**config.mk**
```make
export PLATFORM = sky130hd
export DESIGN_NAME = johnson_phase_monitor
export DESIGN_NICKNAME = d
export VERILOG_FILES = /design/src/rtl/johnson_phase_monitor.sv
export SDC_FILE = /design/constraint.sdc
export NUM_CORES = 1
export LEC_CHECK = 0
export CAP_MARGIN = 20
export CORE_MARGIN = 2
export CORE_UTILIZATION = 55
export DETAILED_ROUTE_END_ITERATION = 7
export GPL_TIMING_DRIVEN = 0
export PLACE_DENSITY = 0.81
export SLEW_MARGIN = 0
export SYNTH_ARGS = -nofsm -noshare
export SYNTH_HDL_FRONTEND = slang
export SYNTH_SLANG_ARGS = --single-unit
```
**constraint.sdc**
```tcl
create_clock -name clk -period 3.1 [get_ports clk]
set_input_delay 0.465 -clock clk [delete_from_list [all_inputs] [get_ports clk]]
set_output_delay 0.465 -clock clk [all_outputs]
set_load 0.05 [all_outputs]
```
**src/rtl/johnson_phase_monitor.sv**
```systemverilog
// Registers a Johnson count, classifies each step, decodes the phase and
// tracks lock, step errors and completed rotations.
module johnson_phase_monitor #(
    parameter int N        = 4,
    parameter int LOCK_CNT = 2,
    parameter int CYC_W    = 8
) (
    input  logic                      clk,
    input  logic                      clr,
    input  logic                      en,
    input  logic [N-1:0]              q_in,
    output logic [2*N-1:0]            phase,
    output logic [$clog2(2*N)-1:0]    phase_idx,
    output logic                      locked,
    output logic                      err,
    output logic                      err_sticky,
    output logic [CYC_W-1:0]          cycle_cnt,
    output logic                      wrap
);

    localparam int P     = 2 * N;
    localparam int IDX_W = $clog2(P);
    localparam logic [3:0] LOCK_V = 4'(LOCK_CNT);
    localparam logic [IDX_W-1:0] LAST_IDX = IDX_W'(P - 1);

    typedef enum logic {
        UNLOCKED = 1'b0,
        LOCKED   = 1'b1
    } state_t;

    state_t             r_state;
    logic [N-1:0]       r_q;
    logic               r_q_valid;
    logic [IDX_W-1:0]   r_prev_idx;
    logic               r_prev_valid;
    logic [3:0]         r_match_cnt;

    logic               w_legal;
    logic [IDX_W-1:0]   w_idx;
    logic [IDX_W-1:0]   w_next_idx;
    logic               w_adv;
    logic               w_hold;
    logic               w_bad;
    logic               w_rot;
    logic [3:0]         w_match_inc;
    logic [CYC_W-1:0]   w_cyc_inc;

    // Code k: low k bits set for k < N, else low k-N bits clear, rest set.
    function automatic logic [N-1:0] jcode(input int k);
        logic [N-1:0] c;
        for (int b = 0; b < N; b++)
            c[b] = (k < N) ? (b < k) : (b >= k - N);
        return c;
    endfunction

    always_comb begin
        w_legal = 1'b0;
        w_idx   = '0;
        for (int k = 0; k < P; k++) begin
            if (r_q == jcode(k)) begin
                w_legal = 1'b1;
                w_idx   = IDX_W'(k);
            end
        end
    end

    assign w_next_idx  = (r_prev_idx == LAST_IDX) ? '0 : r_prev_idx + 1'b1;
    assign w_adv       = w_legal && r_prev_valid && (w_idx == w_next_idx);
    assign w_hold      = w_legal && r_prev_valid && (w_idx == r_prev_idx);
    assign w_bad       = !w_legal || (r_prev_valid && !w_adv && !w_hold);
    assign w_rot       = w_adv && (r_state == LOCKED)
                       && (r_prev_idx == LAST_IDX);
    assign w_match_inc = r_match_cnt + 4'd1;
    assign w_cyc_inc   = cycle_cnt + 1'b1;

    always_ff @(posedge clk or posedge clr) begin
        if (clr) begin
            r_state      <= UNLOCKED;
            r_q          <= '0;
            r_q_valid    <= 1'b0;
            r_prev_idx   <= '0;
            r_prev_valid <= 1'b0;
            r_match_cnt  <= '0;
            phase        <= '0;
            phase_idx    <= '0;
            locked       <= 1'b0;
            err          <= 1'b0;
            err_sticky   <= 1'b0;
            cycle_cnt    <= '0;
            wrap         <= 1'b0;
        end else begin
            err  <= 1'b0;
            wrap <= 1'b0;
            if (en) begin
                r_q       <= q_in;
                r_q_valid <= 1'b1;
                if (r_q_valid) begin
                    if (w_legal) begin
                        phase        <= P'(1) << w_idx;
                        phase_idx    <= w_idx;
                        r_prev_idx   <= w_idx;
                        r_prev_valid <= 1'b1;
                    end else begin
                        phase        <= '0;
                        r_prev_valid <= 1'b0;
                    end
                    unique case (r_state)
                        UNLOCKED: begin
                            if (w_adv) begin
                                if (w_match_inc == LOCK_V) begin
                                    r_state     <= LOCKED;
                                    locked      <= 1'b1;
                                    r_match_cnt <= '0;
                                end else begin
                                    r_match_cnt <= w_match_inc;
                                end
                            end else if (w_bad) begin
                                r_match_cnt <= '0;
                            end
                        end
                        LOCKED: begin
                            if (w_bad) begin
                                err         <= 1'b1;
                                err_sticky  <= 1'b1;
                                locked      <= 1'b0;
                                r_state     <= UNLOCKED;
                                r_match_cnt <= '0;
                            end else if (w_rot) begin
                                cycle_cnt <= w_cyc_inc;
                                wrap      <= (w_cyc_inc == '0);
                            end
                        end
                    endcase
                end
            end
        end
    end

endmodule

```
## After elaboration in Yosys (flattened, before gate mapping)

Cells that the tools add are included.

- Register bits after elaboration: 34
- Input bits: 7
- Output and inout bits: 23

- Add/sub/neg operators: 3
- Equal/unequal tests: 14
- Shift-type cells: 1
- Multiplexer cells: 39
- Bitwise gates (word level): 2
- Reductions and logical operators: 18

Operator list:

| kind | count |
|---|---|
| $mux W1 | 25 |
| $mux W3 | 7 |
| $eq A4 B4 Y1 const B | 4 |
| $mux W4 | 3 |
| $reduce_and A5 Y1 | 2 |
| $add A8 B1 Y8 const B | 1 |
| $eq A4 B2 Y1 const B | 2 |
| $logic_not A8 Y1 | 1 |
| $mux W8 | 1 |
| $pmux W4 S2 | 1 |
| $shl A1 B3 Y8 const A | 1 |
| $logic_and A1 B1 Y1 | 7 |
| $eq A3 B3 Y1 | 2 |
| $add A4 B1 Y4 const B | 1 |
| $eq A4 B1 Y1 const B | 1 |
| $eq A4 B3 Y1 const B | 1 |
| $logic_not A4 Y1 | 1 |
| $ne A2 B2 Y1 const B | 2 |
| $pmux W1 S2 | 2 |
| $reduce_and A4 Y1 | 1 |
| $add A3 B1 Y3 const B | 1 |
| $eq A3 B3 Y1 const B | 1 |
| $logic_not A1 Y1 | 3 |
| $reduce_and A3 Y1 | 1 |
| 4 further kinds | 5 |

## Depth between registers and ports, before layout

- Depth in word-level cells: 19
- Depth in mapped cells: 8
- Mapped depth without buffers: 8

## Least setup slack after synthesis

No wires, ideal clock.

- Path kind: register -> register
- Start: register r_prev_idx[1]
- End: register cycle_cnt[1]
- Setup time: 0.125 ns
- Arrival: 2.562 ns
- Required time: 2.975 ns
- Path slack: 0.412 ns
- Cell stages (with the launch flop): 8
- Period minus slack after synthesis: 2.688 ns
- Path through: dfrtp_1 > ha_1 > or3b_1 > a2111o_1 > o211a_2 > a21boi_4 > nand2_4 > mux2_4

- Word-level cells in the longest chain between the ends: 10
- Elaborated cells on any way between the ends: 16

Ends and longest elaborated chain:

| what | line | source |
|---|---|---|
| from (decl) | 34 | `logic [IDX_W-1:0] r_prev_idx;` |
| from (signal assigned) | 101 | `r_prev_idx <= w_idx;` |
| $add A3 B1 Y3 / $eq A3 B3 Y1 (equally long branches) | 67, 72 |  |
| $mux W3 | 67 | `assign w_next_idx = (r_prev_idx == LAST_IDX) ? '0 : r_prev_idx + 1'b1;` |
| $eq A3 B3 Y1 | 68 | `assign w_adv = w_legal && r_prev_valid && (w_idx == w_next_idx);` |
| $logic_and A1 B1 Y1 | 68 |  |
| $logic_not A1 Y1 | 70 | `assign w_bad = !w_legal \|\| (r_prev_valid && !w_adv && !w_hold);` |
| $logic_and A1 B1 Y1 (2 in series) | 70 |  |
| $logic_or A1 B1 Y1 | 70 |  |
| $not A1 Y1 (no source line) | n/a |  |
| $reduce_and A5 Y1 (no source line) * | n/a |  |
| to (signal assigned) | 129 | `cycle_cnt <= w_cyc_inc;` |
| to (decl) | 17 | `output logic [CYC_W-1:0] cycle_cnt,` |

Mark *: on every way between the ends. The rest lies on a longest branch, timed or not.
A chain may end at the register's enable or synchronous reset.

## Worst setup path in the final report

Same ends and word-level chain as after synthesis.

==> reports/metrics.cfg <==
[sta]
maxSlewViolCount=0
max_freq_mhz=378
rsz0062_at_grt=no
setup_viol=0
fin_ws_ns=0.456
worstMarginPinSlew_ns=0.765
fin_crit_ns=2.64
finalHoldViolations=0
clock_skew_ns=0.00547
finalCritPeriodShare_pct=85.3
slew_headroom_pct=48.9
fin_setup_tns_ns=0

[job]
maxCapViolCount=0

[global_routing]
grt_max_degree=19
grt_usage_pct=23.7
grt_overflow=0
first_global_vias=1703
grt_pass1_wl_um=7830
antenna_found_initial=0

[power_and_ir_drop]
total_power_mw=1.44
powerDensity_mw_per_mm2=556
leakagePower_nw=1.11
vdd_drop_max_mv=0.357

[synth]
synthTopCellsByCount=dfrtp_1, nand2_1, o21ai_0
synthSimpleGateAreaFrac_pct=23.7
synth_cell_types=62
synth.top_cell.area_share_pct=39.7
synth_edf_count=0
synthTopCellsByArea=dfrtp_1, nand2_1, ha_1
ys_ff_latch=34
synthArstFlopShare_pct=100
syn_area_per_cell_um2=9.28
synth-xor-area-share_pct=4.90
synth_ff_type=dfrtp_1
synth-compound-area-share_pct=20.5
yosys.area_share.adder_pct=3.50
synth_nets=244
synthesis.area_mm2=0.00214
yosysWarnings=0
muxShareOfSynthArea_pct=3.68
yosysMostFrequentCell=dfrtp_1
synth_cells=231
synth_top_family_by_area=simple AND/OR/NAND/NOR gates
yosys.area.top_type=dfrtp_1
yosysSeqAreaShare_pct=39.7

[setup_path]
crit_type=reg2reg
critPathLaunchType=flop
rr_startpoint=r_prev_idx[1]
crit_path_end_kind=flop
reg2regPathDepth=7
rrSetupSlack_ns=0.46
worstSetupStartpoint=r_prev_idx[1]
critical_path_required_ns=3.28
critPathArrivalTime_ns=2.82
r2r-end=cycle_cnt[1]
path_max_fanout=9

[clock_network]
cts_resized=0
cts_max_level=2
clk_pin_slew_ns=0.07
cts_buffers=5
cts_tree=built
ctsLongestPathBuffers=2
cts.root.buffer_cell=clkbuf_8
postCtsSetupRepairBufs=0
cts_sinks=34
holdBufCountCts=0
clkLatencyLatePin_ns=0.29

[final_layout]
fin_nets=280
synthToLayoutAreaGrowth_pct=20.8
drive_gt1_share_pct=11.2
final_util_pct=69.7
fin_cells=315
antenna_cells=0

[worst_hold_path]
hold_start=phase[0]
hold_class=reg2reg
worstHoldPathCells=2
min_to=phase[0]

[floorplanning]
die-area_mm2=0.00441
coreArea_mm2=0.00372
start_util_pct=57.7
ios=30
num_rows=22
die_h_um=66.4
fp.dieW_um=66.4

[detailed_routing]
drt_drc_violations_left=0
routed_wl_um=4630
first_pass_iters=4
wire_per_inst_um=14.7
antenna_left=0
vias=1843
drt_iter0_markers=122
via_per_inst=5.85

[placed_design]
dpl_worst_slack_ns=0.486
dp_cells=308
gp_congestion=0.906
dp_hpwl_um=3440
portBuffers=28

[run_status]
status=completed

## stage by stage
stage / cell area [µm²] / hold WS, ns
global placement: 2480 / 0.456
detailed placement: 2510 / 0.463
finish: 2590 / 0.474
floorplan: 2140 / 0.454
CTS: 2590 / 0.479
global route: 2590 / 0.485
## flip-flops by register name, summed over array words and instances, names as in the netlist
name	cells
cycle_cnt	8
err	1
err_sticky	1
locked	1
phase	8
r_match_cnt	4
r_prev_idx	3
r_prev_valid	1
r_q	4
r_q_valid	1
r_state	1
wrap	1
## layout make-up
| class | instances | area (µm²) |
|---|---|---|
| multi-input combinational | 178 | 1210 |
| fill | 320 | 1120 |
| sequential | 34 | 851 |
| timing repair buffer | 29 | 308 |
| clock buffer | 5 | 68.8 |
| buffer | 13 | 65.1 |
| tap | 48 | 60.1 |
| inverter | 6 | 22.5 |
| clock inverter | 2 | 10.0 |
## cells in the final DEF (no fill, tap or decap), drive strengths merged, types with 5 or more instances in the layout
cell and n:
clkbuf 10, and2 5, nor2 12, xnor2 6, ha 6, clkdlybuf4s50 28, nand2 24, a21oi 8
and3 5, inv 6, dfrtp 34, xor2 6, nor3 12, o21ai 15, nand3 9, buf 9
## routing by layer
metal / vias up / routed length, µm / GRT usage (%)
met2: 40 / 2080 / 34.9
met5: - / 0 / 0
met3: 5 / 194 / 5.11
li1: 918 / - / -
met4: 0 / 70 / 8.93
met1: 880 / 2280 / 34.0
## worst max-delay path by stage
| stage | end | slack (ns) | cells past startpoint |
|---|---|---|---|
| 2_1_floorplan | cycle_cnt[1] | 0.41 | 7 |
| 3_3_place_gp | cycle_cnt[1] | 0.52 | 7 |
| 3_5_place_dp | cycle_cnt[1] | 0.49 | 7 |
| 4_1_cts | cycle_cnt[1] | 0.47 | 7 |
| 5_1_grt | cycle_cnt[1] | 0.33 | 7 |
| 6_report | cycle_cnt[1] | 0.46 | 7 |
## power breakdown
group          total, mW  internal, mW  switching [mW]
registers          0.536         0.489          0.0478
clock network      0.314         0.151           0.163
logic              0.590         0.230           0.360
## cells by family (layout without fill, tap and decap cells)
group                      Yosys count  count (layout)
and+or+nand+nor                     94              94
AOI/OAI and AO/OA                   59              59
DFF                                 34              34
buffers and inverters               19              55
xor gates and xnor gates            12              12
muxes                                7               7
adders and majority gates            6               6
## critical path, cell delays in order, from the launching register on
cell      delay (ns)
dfrtp_1         0.45
ha_1            0.43
or3b_1          0.37
a2111o_1        0.44
o211a_2         0.17
a21boi_4        0.27
nand2_4         0.10
mux2_4          0.30
Power figures use the tool's default switching activity.
